## src/rtl/lsu_addr_adder_pkg.sv

```systemverilog
// Shared LSU address-generation types: request/answer structs, width and exception codes,
// plus the natural-alignment check reused by the memory request path.
package lsu_addr_adder_pkg;

  localparam int XLEN  = 64;
  localparam int TAG_W = 4;

  typedef enum logic [2:0] {
    LS_BYTE,
    LS_BYTE_U,
    LS_HALFWORD,
    LS_HALFWORD_U,
    LS_WORD,
    LS_WORD_U,
    LS_DOUBLEWORD
  } ldst_width_t;

  typedef enum logic [4:0] {
    E_LD_ADDR_MISALIGNED = 5'd4,
    E_ST_ADDR_MISALIGNED = 5'd6,
    E_UNKNOWN            = 5'd31
  } except_code_t;

  typedef enum logic {
    ADDR_DST_LB,
    ADDR_DST_SB
  } addr_dst_t;

  typedef struct packed {
    logic [TAG_W-1:0] tag;
    ldst_width_t      ls_type;
    logic [XLEN-1:0]  base;
    logic [XLEN-1:0]  offs;
  } adder_req_t;

  typedef struct packed {
    logic [TAG_W-1:0] tag;
    logic [XLEN-1:0]  result;
    logic             except_raised;
    except_code_t     except_code;
  } adder_ans_t;

  function automatic logic is_misaligned(ldst_width_t width, logic [2:0] addr_lsb);
    case (width)
      LS_HALFWORD, LS_HALFWORD_U: return addr_lsb[0];
      LS_WORD, LS_WORD_U:         return |addr_lsb[1:0];
      LS_DOUBLEWORD:              return |addr_lsb;
      default:                    return 1'b0;
    endcase
  endfunction

endpackage

```

## src/rtl/lsu_addr_adder_if.sv

```systemverilog
// Request/answer handshake bundle between the load/store buffers and the address adder.
// Signal names are seen from the adder side.
interface lsu_addr_adder_if;
  import lsu_addr_adder_pkg::*;

  logic       lb_req_valid_i;
  logic       lb_req_ready_o;
  adder_req_t lb_req_i;
  logic       sb_req_valid_i;
  logic       sb_req_ready_o;
  adder_req_t sb_req_i;
  logic       lb_ans_valid_o;
  logic       lb_ans_ready_i;
  logic       sb_ans_valid_o;
  logic       sb_ans_ready_i;
  adder_ans_t ans_o;

  modport slave (
    input  lb_req_valid_i, lb_req_i, sb_req_valid_i, sb_req_i,
    input  lb_ans_ready_i, sb_ans_ready_i,
    output lb_req_ready_o, sb_req_ready_o, lb_ans_valid_o, sb_ans_valid_o, ans_o
  );

  modport master (
    output lb_req_valid_i, lb_req_i, sb_req_valid_i, sb_req_i,
    output lb_ans_ready_i, sb_ans_ready_i,
    input  lb_req_ready_o, sb_req_ready_o, lb_ans_valid_o, sb_ans_valid_o, ans_o
  );
endinterface

```

## src/rtl/lsu_addr_adder_rr_arbiter.sv

```systemverilog
// Two-way LB/SB arbiter: round-robin (pointer advances only on an accepted request) or
// fixed SB priority. Grant is combinational; the pointer flop adds no latency.
module lsu_addr_adder_rr_arbiter #(
  parameter bit RR_ARB = 1'b1
) (
  input  logic clk_i,
  input  logic rst_ni,
  input  logic lb_vld,
  input  logic sb_vld,
  input  logic accept,
  output logic gnt_lb,
  output logic gnt_sb
);

  logic lb_next;

  always_comb begin
    gnt_lb = 1'b0;
    gnt_sb = 1'b0;
    if (RR_ARB) begin
      if (lb_vld && sb_vld) begin
        gnt_lb = lb_next;
        gnt_sb = !lb_next;
      end else begin
        gnt_lb = lb_vld;
        gnt_sb = sb_vld;
      end
    end else begin
      gnt_sb = sb_vld;
      gnt_lb = lb_vld && !sb_vld;
    end
  end

  // After serving SB, LB is preferred next time both contend (and vice versa).
  always_ff @(posedge clk_i or negedge rst_ni) begin
    if (!rst_ni) begin
      lb_next <= 1'b1;
    end else if (accept) begin
      lb_next <= gnt_sb;
    end
  end

endmodule

```

## src/rtl/lsu_addr_adder.sv

```systemverilog
// Shared LB/SB address adder: arbitrate, base+offs, alignment check, one-cycle registered answer.
// Accepts a new request whenever the output register is empty or being drained the same edge.
module lsu_addr_adder
  import lsu_addr_adder_pkg::*;
#(
  parameter bit RR_ARB = 1'b1
) (
  input  logic                 clk_i,
  input  logic                 rst_ni,
  input  logic                 flush_i,
  lsu_addr_adder_if.slave      bus
);

  logic       out_vld;
  addr_dst_t  out_dst;
  adder_ans_t out_ans;

  logic       gnt_lb, gnt_sb;
  logic       dst_rdy, drain, can_accept, req_open;
  logic       lb_hs, sb_hs, accept;
  adder_req_t sel_req;
  addr_dst_t  sel_dst;
  logic [XLEN-1:0] sum;
  adder_ans_t nxt_ans;

  assign dst_rdy    = (out_dst == ADDR_DST_LB) ? bus.lb_ans_ready_i : bus.sb_ans_ready_i;
  assign drain      = out_vld && dst_rdy;
  assign can_accept = !out_vld || drain;
  // Requests are refused during reset and flush so no handshake can be half-taken.
  assign req_open   = can_accept && !flush_i && rst_ni;

  lsu_addr_adder_rr_arbiter #(.RR_ARB(RR_ARB)) u_arb (
    .clk_i  (clk_i),
    .rst_ni (rst_ni),
    .lb_vld (bus.lb_req_valid_i),
    .sb_vld (bus.sb_req_valid_i),
    .accept (accept),
    .gnt_lb (gnt_lb),
    .gnt_sb (gnt_sb)
  );

  assign bus.lb_req_ready_o = gnt_lb && req_open;
  assign bus.sb_req_ready_o = gnt_sb && req_open;

  assign lb_hs  = bus.lb_req_valid_i && bus.lb_req_ready_o;
  assign sb_hs  = bus.sb_req_valid_i && bus.sb_req_ready_o;
  assign accept = lb_hs || sb_hs;

  assign sel_req = sb_hs ? bus.sb_req_i : bus.lb_req_i;
  assign sel_dst = sb_hs ? ADDR_DST_SB : ADDR_DST_LB;
  assign sum     = sel_req.base + sel_req.offs;

  always_comb begin
    nxt_ans               = '0;
    nxt_ans.tag           = sel_req.tag;
    nxt_ans.result        = sum;
    nxt_ans.except_raised = is_misaligned(sel_req.ls_type, sum[2:0]);
    nxt_ans.except_code   = E_UNKNOWN;
    if (nxt_ans.except_raised) begin
      nxt_ans.except_code = (sel_dst == ADDR_DST_SB) ? E_ST_ADDR_MISALIGNED
                                                      : E_LD_ADDR_MISALIGNED;
    end
  end

  always_ff @(posedge clk_i or negedge rst_ni) begin
    if (!rst_ni) begin
      out_vld <= 1'b0;
      out_dst <= ADDR_DST_LB;
      out_ans <= '0;
    end else if (flush_i) begin
      out_vld <= 1'b0;
    end else if (accept) begin
      out_vld <= 1'b1;
      out_dst <= sel_dst;
      out_ans <= nxt_ans;
    end else if (drain) begin
      out_vld <= 1'b0;
    end
  end

  assign bus.lb_ans_valid_o = out_vld && (out_dst == ADDR_DST_LB);
  assign bus.sb_ans_valid_o = out_vld && (out_dst == ADDR_DST_SB);
  assign bus.ans_o          = out_ans;

endmodule

```

## src/flat_wrapper.sv

```systemverilog
// flat-port wrapper written by rule: the top's interface ports become plain ports
module lsu_addr_adder_flat import lsu_addr_adder_pkg::*;
#(
  parameter bit RR_ARB = 1'b1
)
  (clk_i, rst_ni, flush_i, bus_lb_req_valid_i, bus_lb_req_i, bus_sb_req_valid_i, bus_sb_req_i, bus_lb_ans_ready_i, bus_sb_ans_ready_i, bus_lb_req_ready_o, bus_sb_req_ready_o, bus_lb_ans_valid_o, bus_sb_ans_valid_o, bus_ans_o);
  lsu_addr_adder_if bus_i ();
  input  logic clk_i;
  input  logic rst_ni;
  input  logic flush_i;
  input wire logic [$bits(bus_i.lb_req_valid_i)-1:0] bus_lb_req_valid_i;
  input wire logic [$bits(bus_i.lb_req_i)-1:0] bus_lb_req_i;
  input wire logic [$bits(bus_i.sb_req_valid_i)-1:0] bus_sb_req_valid_i;
  input wire logic [$bits(bus_i.sb_req_i)-1:0] bus_sb_req_i;
  input wire logic [$bits(bus_i.lb_ans_ready_i)-1:0] bus_lb_ans_ready_i;
  input wire logic [$bits(bus_i.sb_ans_ready_i)-1:0] bus_sb_ans_ready_i;
  output wire logic [$bits(bus_i.lb_req_ready_o)-1:0] bus_lb_req_ready_o;
  output wire logic [$bits(bus_i.sb_req_ready_o)-1:0] bus_sb_req_ready_o;
  output wire logic [$bits(bus_i.lb_ans_valid_o)-1:0] bus_lb_ans_valid_o;
  output wire logic [$bits(bus_i.sb_ans_valid_o)-1:0] bus_sb_ans_valid_o;
  output wire logic [$bits(bus_i.ans_o)-1:0] bus_ans_o;
  assign bus_i.lb_req_valid_i = bus_lb_req_valid_i;
  assign bus_i.lb_req_i = bus_lb_req_i;
  assign bus_i.sb_req_valid_i = bus_sb_req_valid_i;
  assign bus_i.sb_req_i = bus_sb_req_i;
  assign bus_i.lb_ans_ready_i = bus_lb_ans_ready_i;
  assign bus_i.sb_ans_ready_i = bus_sb_ans_ready_i;
  assign bus_lb_req_ready_o = bus_i.lb_req_ready_o;
  assign bus_sb_req_ready_o = bus_i.sb_req_ready_o;
  assign bus_lb_ans_valid_o = bus_i.lb_ans_valid_o;
  assign bus_sb_ans_valid_o = bus_i.sb_ans_valid_o;
  assign bus_ans_o = bus_i.ans_o;
  lsu_addr_adder #(.RR_ARB(RR_ARB)) u_core (.clk_i(clk_i), .rst_ni(rst_ni), .flush_i(flush_i), .bus(bus_i));
endmodule
```

## config.mk

```make
export PLATFORM = sky130hd
export DESIGN_NAME = lsu_addr_adder_flat
export DESIGN_NICKNAME = d
export VERILOG_FILES = /design/src/rtl/lsu_addr_adder_pkg.sv /design/src/rtl/lsu_addr_adder_if.sv /design/src/rtl/lsu_addr_adder_rr_arbiter.sv /design/src/rtl/lsu_addr_adder.sv /design/src/flat_wrapper.sv
export SDC_FILE = /design/constraint.sdc
export NUM_CORES = 1
export LEC_CHECK = 0
export ABC_AREA = 1
export BUFFER_PORTS_ARGS = -buffer_cell sky130_fd_sc_hd__buf_2
export CAP_MARGIN = 20
export CORE_ASPECT_RATIO = 1.25
export CORE_MARGIN = 1
export CORE_UTILIZATION = 35
export DETAILED_ROUTE_END_ITERATION = 6
export SKIP_CTS_REPAIR_TIMING = 1
export SLEW_MARGIN = 20
export SYNTH_ARGS = -nofsm -noshare
export SYNTH_HDL_FRONTEND = slang
export SYNTH_SLANG_ARGS = --single-unit
```

## constraint.sdc

```tcl
create_clock -name clk_i -period 3.35 [get_ports clk_i]
set_input_delay 0.67 -clock clk_i [delete_from_list [all_inputs] [get_ports clk_i]]
set_output_delay 0.67 -clock clk_i [all_outputs]
set_load 0.01 [all_outputs]
```

==> impl_metrics.json <==
{
  "fmax_ghz": 0.313,
  "drt_iter0_drc": 717,
  "cts_buffers": 9,
  "path_class": "reg -> reg",
  "synth_area_mm2": 0.0106,
  "wl_per_cell_um": 14.8,
  "ioPinCount": 355,
  "path_buf_inv": 6,
  "drc_errors": 0,
  "die_y_um": 197,
  "cts_tree": "built",
  "hpwl_mm": 37.6,
  "grt_antenna_before_repair": 0,
  "clock-root-buffer": "clkbuf_16",
  "crit_top_cell": "nand2_1",
  "port_buffers": 354,
  "cp_max_fo": 45,
  "synth_cells": 2082,
  "die-area_mm2": 0.0311,
  "layout-drive-gt1-share_pct": 25.7,
  "fin_nets": 2925,
  "relSlewSlack_pct": 42.0,
  "syn_nets": 2423,
  "holdCritPathClass": "in -> async",
  "wl_mm": 44.2,
  "grt_pass1_wl_mm": 65.5,
  "postRouteAntennaNets": 0,
  "setup_violations": 0,
  "cts_sinks": 75,
  "avgSynthCellArea_um2": 5.11,
  "cts_buffer_depth": 2,
  "rows": 71,
  "first_pass_iters": 5,
  "cp.required_ns": 3.60,
  "start_util_pct": 35.4,
  "grt_pass1_vias": 12500,
  "ys_seq_area_share_pct": 17.7,
  "drv_cap": 0,
  "cp_top_family": "simple AND/OR/NAND/NOR gates",
  "whs_ns": 0.365,
  "viasPerCell": 4.52,
  "grt_overflow": 0,
  "fillers": 3415,
  "synth-seq-cells": 75,
  "fin_crit_sh_pct": 95.4,
  "crit_path_cell_trace": "a21oi_2 > nand3_4 > buf_12 > inv_4 > buf_12 > nand2_1 > nand2_1 > ha_1 > nand2_1 > buf_4 > nor2_2 > nand2_1 > inv_1 > nand2_1 > nand2_1 > nand2_1 > nand2_1 > a21oi_1 > o21ai_0 > buf_4 > nand2_1",
  "worstPathArrival_ns": 3.45,
  "vdd_drop_max_uv": 272,
  "coreArea_mm2": 0.0300,
  "total_leakage_power_nw": 9.46,
  "hold_viol_final": 0,
  "cts_max_level": 3,
  "fin_setup_tns_ns": 0,
  "grt_max_degree": 59,
  "cp-end-kind": "flop",
  "vias": 13500,
  "diodes": 0,
  "critPathMaxStageDelay_ns": 0.57,
  "grt_usage_pct": 28.3,
  "synth_cell_types": 40,
  "rsz0062_at_grt": "yes",
  "yosys_warnings": 0,
  "gp_congestion": 0.986,
  "syn_to_final_growth_pct": 37.0,
  "ys_top_cells_by_area": "nand2_1 (41%), dfrtp_1 (17%), inv_1 (12%), ha_1 (7.4%), nand3_1 (4.4%)",
  "powerDensity_mw_per_mm2": 420,
  "finalMaxSlewViolations": 0,
  "post-route-min-period_ns": 3.19,
  "fin_skew_ns": 0.0128,
  "worst_pin_slew_ns": 0.868,
  "start_kind": "flop",
  "run_status": "completed",
  "yosysTopAreaCell": "nand2_1",
  "dieWidth_um": 158,
  "clkLatencyLatePin_ns": 0.37,
  "cp_slowest_cell": "dfstp_2",
  "path_clk_slew_ns": 0.07,
  "synth.top_cell.area_share_pct": 40.7
}
-- worst reg2reg max path, delay by kind of cell (launching register included) --
| family | cells | cell delay, ns |
|---|---|---|
| flops | 1 | 0.57 |
| buf+inv | 6 | 0.81 |
| compound gates | 3 | 0.32 |
| fa+ha+maj | 1 | 0.34 |
| simple gates | 11 | 1.06 |
-- where the power goes --
group | switching [mW] | leakage (nW) | internal [mW]
registers | 0.200 | 0.913 | 1.25
logic | 2.12 | 8.39 | 1.41
clock network | 0.481 | 0.153 | 0.658
-- cell type report --
cell class	count	area, um^2	share of cell area (%)
clock buffers	10	229	1.57
clock inverters	6	90.1	0.618
flip-flops and latches	75	1880	12.9
multi-input cells	1598	7280	50.0
well taps	401	502	3.44
inverters	363	1370	9.37
repair buffers	537	3230	22.1
-- Yosys cell counts, drive strengths merged --
master and number:
a21boi 1, a31o 1, dfstp 1, nand4 9, nor2 128, a31oi 2, or2 10, o2111ai 1
clkbuf 10, a21oi 54, dfrtp 74, nand3b 1, and2 2, o311ai 1, nor4 6, buf 36
o21bai 2, nand2 1168, xor2 9, inv 363, xnor2 8, o21a 1, o21ai 22, nor3 6
and3 3, nand3 98, ha 63, o211ai 1, fa 1
-- state kept, by name, indices dropped and copies added, names as in the netlist --
name and cells:
u_core.u_arb.lb_next 1, u_core.out_dst 1, u_core.bus.ans_o 72, u_core.out_vld 1
-- cells in the final DEF, fill, tap and decap left out, types with 3 or more instances in the layout --
cell type  netlist  final
nor4_1           6      5
a21oi_1         54     50
o21ai_1          3      3
xor2_1           9      9
nand4_1          9      9
a21oi_2          0      4
nand3_1         94     90
and3_1           3      3
clkbuf_16        0      9
xnor2_1          8      8
nand2_1       1154   1148
nor3_1           5      5
buf_2           29    353
nor2_4           2      5
nand2_2         14     20
ha_1            63     57
buf_4            4    177
nand3_2          4      7
or2_2            8      8
nor2_1         100     85
ha_2             0      6
o21ai_0         18     18
buf_12           0      6
inv_2           17     16
dfrtp_1         74     74
inv_1          346    346
nor2_2          26     38
-- per-stage QoR --
| stage | worst slack [ns] | power, mW | std cells | instance area [um^2] | utilization (%) |
|---|---|---|---|---|---|
| floorplan | 0.0892 | 3.30 | 2082 | 10600 | - |
| global placement | -0.247 | 4.94 | 2973 | 14100 | 47.0 |
| detailed placement | -0.277 | 4.97 | 2973 | 14100 | 47.0 |
| CTS | 0.0590 | 6.12 | 2989 | 14400 | 48.1 |
| global route | -0.0318 | 6.57 | 2990 | 14600 | 48.5 |
| finish | 0.156 | 6.12 | 2990 | 14600 | 48.5 |
-- cell families (layout without fill, tap and decap cells) --
group	Yosys count	count (layout)	share of synthesized area, %
flops	75	75	17.7
xor+xnor	17	17	1.40
compound gates	86	86	4.39
buf+inv	409	916	15.1
simple gates	1431	1431	53.8
fa+ha+maj	64	64	7.60
-- final timing paths --
| path | startpoint | endpoint | slack, ns | cells after the start |
|---|---|---|---|---|
| max | u_core.u_arb.lb_next$_DFFE_PN1P_ | u_core.bus.ans_o[35]$_DFFE_PN0P_ | 0.16 | 21 |
| min in group clk_i | u_core.bus.ans_o[2]$_DFFE_PN0P_ | u_core.bus.ans_o[2]$_DFFE_PN0P_ | 0.47 | 1 |
| max reg2reg | u_core.u_arb.lb_next$_DFFE_PN1P_ | u_core.bus.ans_o[35]$_DFFE_PN0P_ | 0.16 | 21 |
| min reg2reg | u_core.bus.ans_o[2]$_DFFE_PN0P_ | u_core.bus.ans_o[2]$_DFFE_PN0P_ | 0.47 | 1 |
| min | rst_ni | u_core.bus.ans_o[5]$_DFFE_PN0P_ | 0.36 | 2 |
| max in group asynchronous | rst_ni | u_core.bus.ans_o[53]$_DFFE_PN0P_ | 1.91 | 3 |
-- layer usage --
layer | wire length (um) | global-route usage (%) | vias up
met4 | 3140 | 19.1 | 0
li1 | - | - | 7190
met2 | 23000 | 55.0 | 382
met5 | 0 | 0 | -
met3 | 1600 | 1.67 | 89
met1 | 16400 | 28.5 | 5865
Note: power is estimated with default switching activity, not from simulation.
